--- src/rtl/dmem_arb_pkg.sv ---
// Shared types and defaults for the data-memory arbiter.
package dmem_arb_pkg;

  localparam int ADDR_W_DEF    = 32;
  localparam int DATA_W_DEF    = 32;
  localparam int DEPTH_DEF     = 256;
  localparam int MAX_BURST_DEF = 4;

  // ARB: free arbitration; LOCKn: requester n owns the memory for a burst.
  typedef enum logic [1:0] {
    ARB   = 2'd0,
    LOCK0 = 2'd1,
    LOCK1 = 2'd2
  } state_e;

  // One requester's access fields (widths follow the package defaults).
  typedef struct packed {
    logic                  we;
    logic                  lock;
    logic [ADDR_W_DEF-1:0] addr;
    logic [DATA_W_DEF-1:0] wdata;
  } dmem_req_t;

endpackage

--- src/rtl/rr_pick2.sv ---
// Two-way round-robin picker: on a tie the requester that did not win last
// time is chosen. last=1 means requester 1 won most recently.
module rr_pick2 (
  input  logic [1:0] req,
  input  logic       last,
  output logic [1:0] grant
);

  // One-hot pick; a lone requester always wins.
  always_comb begin
    grant    = 2'b00;
    grant[0] = req[0] & (~req[1] | last);
    grant[1] = req[1] & (~req[0] | ~last);
  end

endmodule

--- src/rtl/dmem_arbiter.sv ---
// Shares the single-port data memory between the core (r0) and DMA (r1).
// Round-robin arbitration, bounded locked bursts, out-of-range rejection,
// registered read/error responses.
//
// Handshake: rN_req is held with stable fields until rN_gnt is seen high in
// the same cycle; the access is performed in that cycle. Reads and errors
// answer with a single-cycle rN_rvalid pulse one cycle later; writes give no
// response.
module dmem_arbiter
  import dmem_arb_pkg::*;
#(
  parameter int ADDR_W    = ADDR_W_DEF,
  parameter int DATA_W    = DATA_W_DEF,
  parameter int DEPTH     = DEPTH_DEF,
  parameter int MAX_BURST = MAX_BURST_DEF
) (
  input  logic              clk,
  input  logic              rst,
  input  logic              r0_req,
  input  logic              r0_we,
  input  logic              r0_lock,
  input  logic [ADDR_W-1:0] r0_addr,
  input  logic [DATA_W-1:0] r0_wdata,
  output logic              r0_gnt,
  output logic              r0_rvalid,
  output logic [DATA_W-1:0] r0_rdata,
  output logic              r0_err,
  input  logic              r1_req,
  input  logic              r1_we,
  input  logic              r1_lock,
  input  logic [ADDR_W-1:0] r1_addr,
  input  logic [DATA_W-1:0] r1_wdata,
  output logic              r1_gnt,
  output logic              r1_rvalid,
  output logic [DATA_W-1:0] r1_rdata,
  output logic              r1_err,
  output logic [ADDR_W-1:0] dm_address,
  output logic [DATA_W-1:0] dm_data_in,
  output logic              dm_mem_write,
  output logic              dm_mem_read,
  input  logic [DATA_W-1:0] dm_data_out,
  output state_e            dbg_state
);

  localparam int CW = $clog2(MAX_BURST + 1);

  state_e            state_q, state_d;
  logic              last_q, last_d;
  logic [CW-1:0]     cnt_q, cnt_d;
  logic [1:0]        rvalid_q, rvalid_d;
  logic [1:0]        err_q, err_d;
  logic [DATA_W-1:0] rdata0_q, rdata0_d, rdata1_q, rdata1_d;

  logic [1:0]    req_v, pick, gnt;
  logic          own, own_lock, win, in_range;
  logic [CW-1:0] cnt_inc;
  dmem_req_t     r0_s, r1_s, sel;

  assign req_v = {r1_req, r0_req};
  assign r0_s  = '{we: r0_we, lock: r0_lock,
                   addr: ADDR_W_DEF'(r0_addr), wdata: DATA_W_DEF'(r0_wdata)};
  assign r1_s  = '{we: r1_we, lock: r1_lock,
                   addr: ADDR_W_DEF'(r1_addr), wdata: DATA_W_DEF'(r1_wdata)};

  rr_pick2 u_pick (
    .req   (req_v),
    .last  (last_q),
    .grant (pick)
  );

  // Arbitration FSM: grant selection, burst tracking, round-robin pointer.
  always_comb begin
    state_d  = state_q;
    last_d   = last_q;
    cnt_d    = cnt_q;
    gnt      = 2'b00;
    own      = (state_q == LOCK1);
    own_lock = own ? r1_lock : r0_lock;
    cnt_inc  = cnt_q + CW'(1);
    unique case (state_q)
      ARB: begin
        gnt = pick;
        if (pick != 2'b00) begin
          last_d = pick[1];
          if ((pick[1] ? r1_lock : r0_lock) && (MAX_BURST > 1)) begin
            state_d = pick[1] ? LOCK1 : LOCK0;
            cnt_d   = CW'(1);
          end
        end
      end
      LOCK0, LOCK1: begin
        if (req_v[own]) begin
          gnt[own] = 1'b1;
          last_d   = own;
          cnt_d    = cnt_inc;
          if (!own_lock || (cnt_inc == CW'(MAX_BURST))) begin
            state_d = ARB;
            cnt_d   = '0;
          end
        end else begin
          // Owner released without a request: one dead cycle, back to ARB.
          state_d = ARB;
          cnt_d   = '0;
        end
      end
      default: begin
        state_d = ARB;
        cnt_d   = '0;
      end
    endcase
    // Nothing is granted (and so nothing is written) while in reset.
    if (rst) gnt = 2'b00;
  end

  // Memory-side mux and response capture for the winning requester.
  always_comb begin
    sel          = gnt[1] ? r1_s : r0_s;
    win          = |gnt;
    in_range     = ADDR_W'(sel.addr) < ADDR_W'(DEPTH);
    dm_address   = '0;
    dm_data_in   = '0;
    dm_mem_write = 1'b0;
    dm_mem_read  = 1'b0;
    rvalid_d     = 2'b00;
    err_d        = 2'b00;
    rdata0_d     = rdata0_q;
    rdata1_d     = rdata1_q;
    if (win) begin
      dm_address   = ADDR_W'(sel.addr);
      dm_data_in   = DATA_W'(sel.wdata);
      dm_mem_write = sel.we & in_range;
      dm_mem_read  = ~sel.we & in_range;
      if (!sel.we || !in_range) begin
        rvalid_d[gnt[1]] = 1'b1;
        err_d[gnt[1]]    = ~in_range;
        if (gnt[1]) rdata1_d = in_range ? dm_data_out : '0;
        else        rdata0_d = in_range ? dm_data_out : '0;
      end
    end
  end

  // State and response registers.
  always_ff @(posedge clk) begin
    if (rst) begin
      state_q  <= ARB;
      last_q   <= 1'b1;
      cnt_q    <= '0;
      rvalid_q <= 2'b00;
      err_q    <= 2'b00;
      rdata0_q <= '0;
      rdata1_q <= '0;
    end else begin
      state_q  <= state_d;
      last_q   <= last_d;
      cnt_q    <= cnt_d;
      rvalid_q <= rvalid_d;
      err_q    <= err_d;
      rdata0_q <= rdata0_d;
      rdata1_q <= rdata1_d;
    end
  end

  assign r0_gnt    = gnt[0];
  assign r1_gnt    = gnt[1];
  assign r0_rvalid = rvalid_q[0];
  assign r1_rvalid = rvalid_q[1];
  assign r0_err    = err_q[0];
  assign r1_err    = err_q[1];
  assign r0_rdata  = rdata0_q;
  assign r1_rdata  = rdata1_q;
  assign dbg_state = state_q;

endmodule

--- config.mk ---
export PLATFORM = sky130hd
export DESIGN_NAME = dmem_arbiter
export DESIGN_NICKNAME = d
export VERILOG_FILES = /design/src/rtl/dmem_arb_pkg.sv /design/src/rtl/rr_pick2.sv /design/src/rtl/dmem_arbiter.sv
export SDC_FILE = /design/constraint.sdc
export NUM_CORES = 1
export LEC_CHECK = 0
export ABC_AREA = 1
export CELL_PAD_IN_SITES_DETAIL_PLACEMENT = 0
export CELL_PAD_IN_SITES_GLOBAL_PLACEMENT = 1
export CORE_UTILIZATION = 23
export DETAILED_ROUTE_END_ITERATION = 10
export PLACE_DENSITY = 0.88
export SLEW_MARGIN = 25
export SYNTH_ARGS = -nofsm -noshare
export SYNTH_HDL_FRONTEND = slang
export SYNTH_SLANG_ARGS = --single-unit
export TNS_END_PERCENT = 100
--- constraint.sdc ---
create_clock -name clk -period 3.1 [get_ports clk]
set_clock_uncertainty 0.2 [all_clocks]
set_input_delay 0.31 -clock clk [delete_from_list [all_inputs] [get_ports clk]]
set_output_delay 0.31 -clock clk [all_outputs]
set_load 0.02 [all_outputs]
# Yosys cells after proc, flatten, opt, wreduce, memory -nomap -nowiden
# Index checks and enable logic that the tools add are counted.
dict set report op_classes {
  n_reduce_logical 18
  muxes 31
  addsub 1
  bitwise_logic 15
  n_eq_ne 7
  magnitude_cmp 5
}
# cell count
set ops {}
lappend ops {{$mux 32} 3}
lappend ops {{$mux 66} 1}
lappend ops {{$lt 32x9->1 const B} 1}
lappend ops {{$mux 2} 7}
lappend ops {{$mux 3} 4}
lappend ops {{$reduce_and 3->1} 4}
lappend ops {{$mux 1} 10}
lappend ops {{$not 1->1} 8}
lappend ops {{$pmux 2 s2} 2}
lappend ops {{$ne 2x2->1 const B} 3}
lappend ops {{$pmux 3 s2} 1}
lappend ops {{$and 1x1->1} 4}
lappend ops {{$lt 1x2->1 const B} 2}
lappend ops {{$reduce_bool 2->1} 2}
lappend ops {{$reduce_or 2->1} 2}
lappend ops {{$add 3x1->3 const B} 1}
lappend ops {{$eq 3x3->1 const B} 1}
lappend ops {{$logic_not 1->1} 3}
lappend ops {{$ne 3x3->1 const B} 1}
lappend ops {{$reduce_or 3->1} 1}
lappend ops {{$and 2x2->2} 1}
lappend ops {{$demux 1 s1} 2}
lappend ops {{$eq 2x1->1 const B} 1}
lappend ops {{$eq 2x2->1 const B} 1}
lappend ops {{7 further kinds} 11}
dict set report totals {
  wordCells 84
  input_bits 168
  output_inout_bits 138
  ff_bits 74
}

# Logic depth before layout (Yosys ltp)
dict set report depth {
  word_depth 14
  ltp_mapped 20
  mapped_depth_nobuf 17
}

# Hierarchy
# From an unflattened synthesis, not the netlist that was laid out.
dict set report unflattened {
  cells_unflattened 701
  hier_area_um2 4475.5
}
# mod cells_per_inst n_inst seq_area_each_um2 area_per_inst_um2
set by_module_without_submodules {}
lappend by_module_without_submodules {dmem_arbiter 697 1 1481.4 4448.0}
lappend by_module_without_submodules {rr_pick2 4 1 0.0 27.5}

# Least setup slack after synthesis
# OpenSTA, ideal clock, no wires.
dict set report synth_path {
  path_kind {register to output}
  start {register state_q[0], in the netlist dbg_state[0]}
  end {output dm_mem_read}
  t_arrival_ns 2.592
  slack_ns -0.002
  path_stages_with_launch 18
  t_required_ns 2.590
  path_buffers 2
  cell_sequence {dfxtp_1 -> inv_1 -> ha_1 -> inv_1 -> nand2_1 -> nand3_1 -> nand2_2 -> nand2_2 -> buf_6 -> nand2_1 -> nand2_1 -> nand2_1 -> nor2_1 -> nand2_1 -> nor2_4 -> buf_2 -> nand2_1 -> nor3_1}
}
dict set report synth_via {
  elab_chain_cells 12
}
# item line_no
set synth_lines {}
lappend synth_lines {{from (decl)} dmem_arbiter.sv:47} ;# state_e state_q, state_d;
lappend synth_lines {{from (signal assigned)} dmem_arbiter.sv:153} ;# state_q <= state_d;
lappend synth_lines {{$eq 2x2->1} {dmem_arbiter.sv:77, dmem_arbiter.sv:80}}
lappend synth_lines {{$lt 1x2->1 (not written as such) or $ge 1x1->1 (tied branches)} dmem_arbiter.sv:93} ;# gnt[own] = 1'b1;
lappend synth_lines {{$logic_and 1x1->1 (not written as such)} dmem_arbiter.sv:93}
lappend synth_lines {{$mux 1 (not written as such)} dmem_arbiter.sv:93}
lappend synth_lines {{$demux 1 s1} dmem_arbiter.sv:93}
lappend synth_lines {{$mux 2} dmem_arbiter.sv:92} ;# if (req_v[own]) begin
lappend synth_lines {{$pmux 2 s2 *} dmem_arbiter.sv:80} ;# unique case (state_q)
lappend synth_lines {{$mux 2 *} dmem_arbiter.sv:112} ;# if (rst) gnt = 2'b00;
lappend synth_lines {{$mux 66} dmem_arbiter.sv:117} ;# sel = gnt[1] ? r1_s : r0_s;
lappend synth_lines {{$lt 32x9->1 or $not 1->1 (tied branches)} {dmem_arbiter.sv:119, dmem_arbiter.sv:132}}
lappend synth_lines {{$and 1x1->1} dmem_arbiter.sv:132} ;# dm_mem_read = ~sel.we & in_range;
lappend synth_lines {{$mux 1 *} dmem_arbiter.sv:128} ;# if (win) begin
lappend synth_lines {{to (decl)} dmem_arbiter.sv:40} ;# output logic dm_mem_read,
# Every way passes the cells marked *; elsewhere a longest branch is shown, timed or not. The select of a mux whose other input is x is not followed.

# Worst setup path in the final report
dict set report layout_path {
  start {register state_q[1], in the netlist dbg_state[1]}
  end {output dm_address[13]}
}
dict set report layout_via {
  elab_chain_cells 10
}
# item line_no
set layout_lines {}
lappend layout_lines {{$eq 2x2->1} {dmem_arbiter.sv:77, dmem_arbiter.sv:80}}
lappend layout_lines {{$lt 1x2->1 (not written as such) or $ge 1x1->1 (tied branches)} dmem_arbiter.sv:93}
lappend layout_lines {{$logic_and 1x1->1 (not written as such)} dmem_arbiter.sv:93}
lappend layout_lines {{$mux 1 (not written as such)} dmem_arbiter.sv:93}
lappend layout_lines {{$demux 1 s1} dmem_arbiter.sv:93}
lappend layout_lines {{$mux 2} dmem_arbiter.sv:92}
lappend layout_lines {{$pmux 2 s2 *} dmem_arbiter.sv:80}
lappend layout_lines {{$mux 2 *} dmem_arbiter.sv:112}
lappend layout_lines {{$mux 66 or $reduce_or 2->1 (tied branches)} {dmem_arbiter.sv:117, dmem_arbiter.sv:118}}
lappend layout_lines {{$mux 32 *} dmem_arbiter.sv:128}
lappend layout_lines {{to (decl)} dmem_arbiter.sv:37} ;# output logic [ADDR_W-1:0] dm_address,
# Marked as above.

==> results.py <==
metrics = {
    "sta": {
        "clock.fmax_ghz": 0.3373,
        "slew_violations": 0,
        "setup_viol_count_final": 0,
        "slew_headroom_pct": 64.04,
        "fin_crit_sh_pct": 95.64,
        "fin_ws_ns": 0.1351,
        "period_needed_ns": 2.965,
        "tightest_slew_ns": 0.5352,
        "hold_violations": 0,
    },
    "worst_hold_path": {
        "hold_class": "flop to flop",
    },
    "final_layout": {
        "final_core_util_pct": 44.41,
        "multi_input_area_um2": 2590,
        "n_antenna_cell": 0,
        "fillers": 1933,
        "final_cells": 1263,
        "drive_above_1_share_pct": 14.36,
        "syn2layout_area_growth_pct": 87.75,
        "fin_nets": 1172,
        "ff_latch_area_um2": 1484,
    },
    "floorplan": {
        "core_area_um2": 18830,
        "die-area_um2": 19930,
        "die_h_um": 141.2,
        "ios": 306,
        "num_rows": 50,
        "die_w_um": 141.2,
        "initial_core_util_pct": 23.65,
    },
    "worst_setup_path": {
        "critPathLaunchType": "flop",
        "worstPathMaxFanout": 9,
        "worst_path_dominant_cell_family": "buffers and inverters",
        "max_stage_delay_ns": 0.36,
        "cpMostUsedCell": "buf_4",
        "endpoint_kind": "primary output",
        "worstPathRequired_ns": 2.59,
        "cp.arrival_ns": 2.45,
        "path_cells": "buf_4, ha_1, nor2_4, buf_4, nand2_8, buf_8, inv_4, buf_4, nor2_4, buf_6, nor2_1, dlygate4sd2_1",
        "criticalPathCategory": "flop to primary output",
        "path_buf_inv": 7,
        "cp_slowest_cell": "dlygate4sd2_1",
    },
    "logic_synthesis": {
        "synth_top_area_share_pct": 33.26,
        "yosys_warnings": 0,
        "ys_ff_latch": 74,
        "yosysTopAreaCell": "dfxtp_1",
        "ys_seq_area_share_pct": 33.26,
        "post-synth-top-count-cell": "nand2_1",
        "yosys-top-cells-count": "140 x nand2_1, 100 x nand3_1, 100 x nor2_1, 74 x a21oi_1, 74 x dfxtp_1",
        "synth-edff-count": 0,
        "netlist_area_um2": 4454,
        "ys.flop_type": "dfxtp_1",
        "syn_inst": 677,
        "synth_area_leaders": "dfxtp_1 33%, nand2_1 12%, nand3_1 11%, nor2_1 8.4%, a21oi_1 8.3%",
        "syn-num-nets": 851,
        "ys_async_sr_fraction_pct": 0,
        "netlist-cell-type-count": 27,
        "synth_area_per_cell_um2": 6.579,
    },
    "global_routing": {
        "grt.total_usage_pct": 18.83,
        "grt_pass1_wl_mm": 28.91,
        "grt_pass1_vias": 5427,
        "grt_max_degree": 89,
        "overflow": 0,
        "antenna_found_initial": 0,
    },
    "placed_design": {
        "port_buffers": 305,
        "dpl.cell_count": 1239,
        "pre_cts_ws_ns": -0.2634,
        "gp_congestion": 0.8528,
        "dp_hpwl_mm": 14.42,
    },
    "drt": {
        "wl_per_cell_um": 15.24,
        "drt_iter0_drc": 258,
        "drtPass1Iterations": 4,
        "drt.antenna.violating_nets": 0,
        "drt-total-wl_mm": 19.24,
        "via_per_inst": 4.565,
        "drc_errors": 0,
        "via_count": 5765,
    },
    "run": {
        "maxCapViolCount": 0,
    },
    "clocking": {
        "htree_num_levels": 3,
        "clkTransAtPathRegs_ns": 0.06,
        "cts_root_buffer": "clkbuf_16",
        "clock_path_buffers": 2,
        "cts_tree": "yes",
        "cts_made_buffers": 9,
        "clk_latency_ns": 0.34,
        "cts_sinks": 74,
    },
    "power": {
        "ir_drop_mv": 0.3068,
        "leakagePower_nw": 3.663,
        "power_density_nw_per_um2": 798.3,
    },
    "outcome": {
        "status": "finished clean",
    },
}
## layout make-up
class                      count  share of cell area [%]
timing repair buffer         367                   41.98
multi-input combinational    505                   30.97
sequential                    74                   17.74
tap                          260                   3.890
clock buffer                  11                   2.902
inverter                      41                   1.870
clock inverter                 5                  0.6433
## path summary, 6_finish.rpt
| kind | endpoint | slack [ns] | depth (start not counted) | from |
|---|---|---|---|---|
| setup / recovery | dm_address[13] | 0.14 | 12 | dbg_state[1] |
| hold / removal | r0_rdata[20] | 0.28 | 2 | r0_rdata[20] |
| setup reg to reg | r1_rdata[29] | 0.25 | 16 | dbg_state[1] |
| hold reg to reg | r0_rdata[20] | 0.28 | 2 | r0_rdata[20] |
## where the power goes
part	switching (W)	internal, W	total, W
Clock	0.000403	0.000642	0.00105
Sequential	0.000159	0.00125	0.00141
Combinational	0.00227	0.00195	0.00422
## through the flow
| step | cell area, um2 | setup TNS, ns | hold WS, ns | total power, W |
|---|---|---|---|---|
| final | 8363 | 0 | 0.2763 | 0.006676 |
| after floorplan | 4459 | 0 | 0.1791 | 0.003661 |
| after CTS | 8344 | 0 | 0.2815 | 0.006667 |
| after detailed placement | 8019 | -7.947 | 0.2666 | 0.005651 |
| after global routing | 8363 | -0.03576 | 0.3024 | 0.007146 |
| after global placement | 8019 | -4.909 | 0.2617 | 0.005646 |
## tightest hold or removal path, stage by stage, from the launching register on
cell and delay [ns]:
dfxtp_1 0.32, a21oi_1 0.04, nor2_1 0.08
## registers in the layout, indices dropped and copies added, names as in the netlist
| signal | count |
|---|---|
| last_q | 1 |
| rvalid_q | 2 |
| err_q | 2 |
| dbg_state | 2 |
| r0_rdata | 32 |
| r1_rdata | 32 |
| cnt_q | 3 |
## placed cells by master, fill, tap and decap left out, drive strengths merged
cell,instances
dfxtp,74
nand3b,14
clkbuf,43
nor2,103
nand3,103
a21oi,74
bufinv,1
clkdlybuf4s50,238
buf,63
xor2,1
ha,6
bufbuf,1
o21ai,13
nand4,2
dlygate4sd2,20
inv,41
clkinv,4
a211oi,1
o211ai,1
nand2,143
nor3,4
a22o,40
clkdlybuf4s15,13
## layer usage
layer	routed length [um]	GRT usage (%)	vias up
li1	-	-	2905
met1	8093	22.02	2613
met2	9559	33.40	220
met3	1048	4.314	27
met4	542	6.808	0
met5	0	0	-
## logic make-up after synthesis
family | synth area share, %
and+or+nand+nor | 36.29
AOI/OAI and AO/OA | 18.06
buffers and inverters | 10.51
DFF | 33.26
xor gates and xnor gates | 0.1967
adders and majority gates | 1.685
## what timing repair did
item | 4_1_cts | 5_1_grt
setup endpoints to repair | 67 | 120
gates resized for setup | 110 | 75
pin swaps | 1 | 6
cloned | 2 | 2
hold buffers | 0 | 0
setup buffers | 0 | 4
Note: power is estimated with default switching activity, not from simulation.
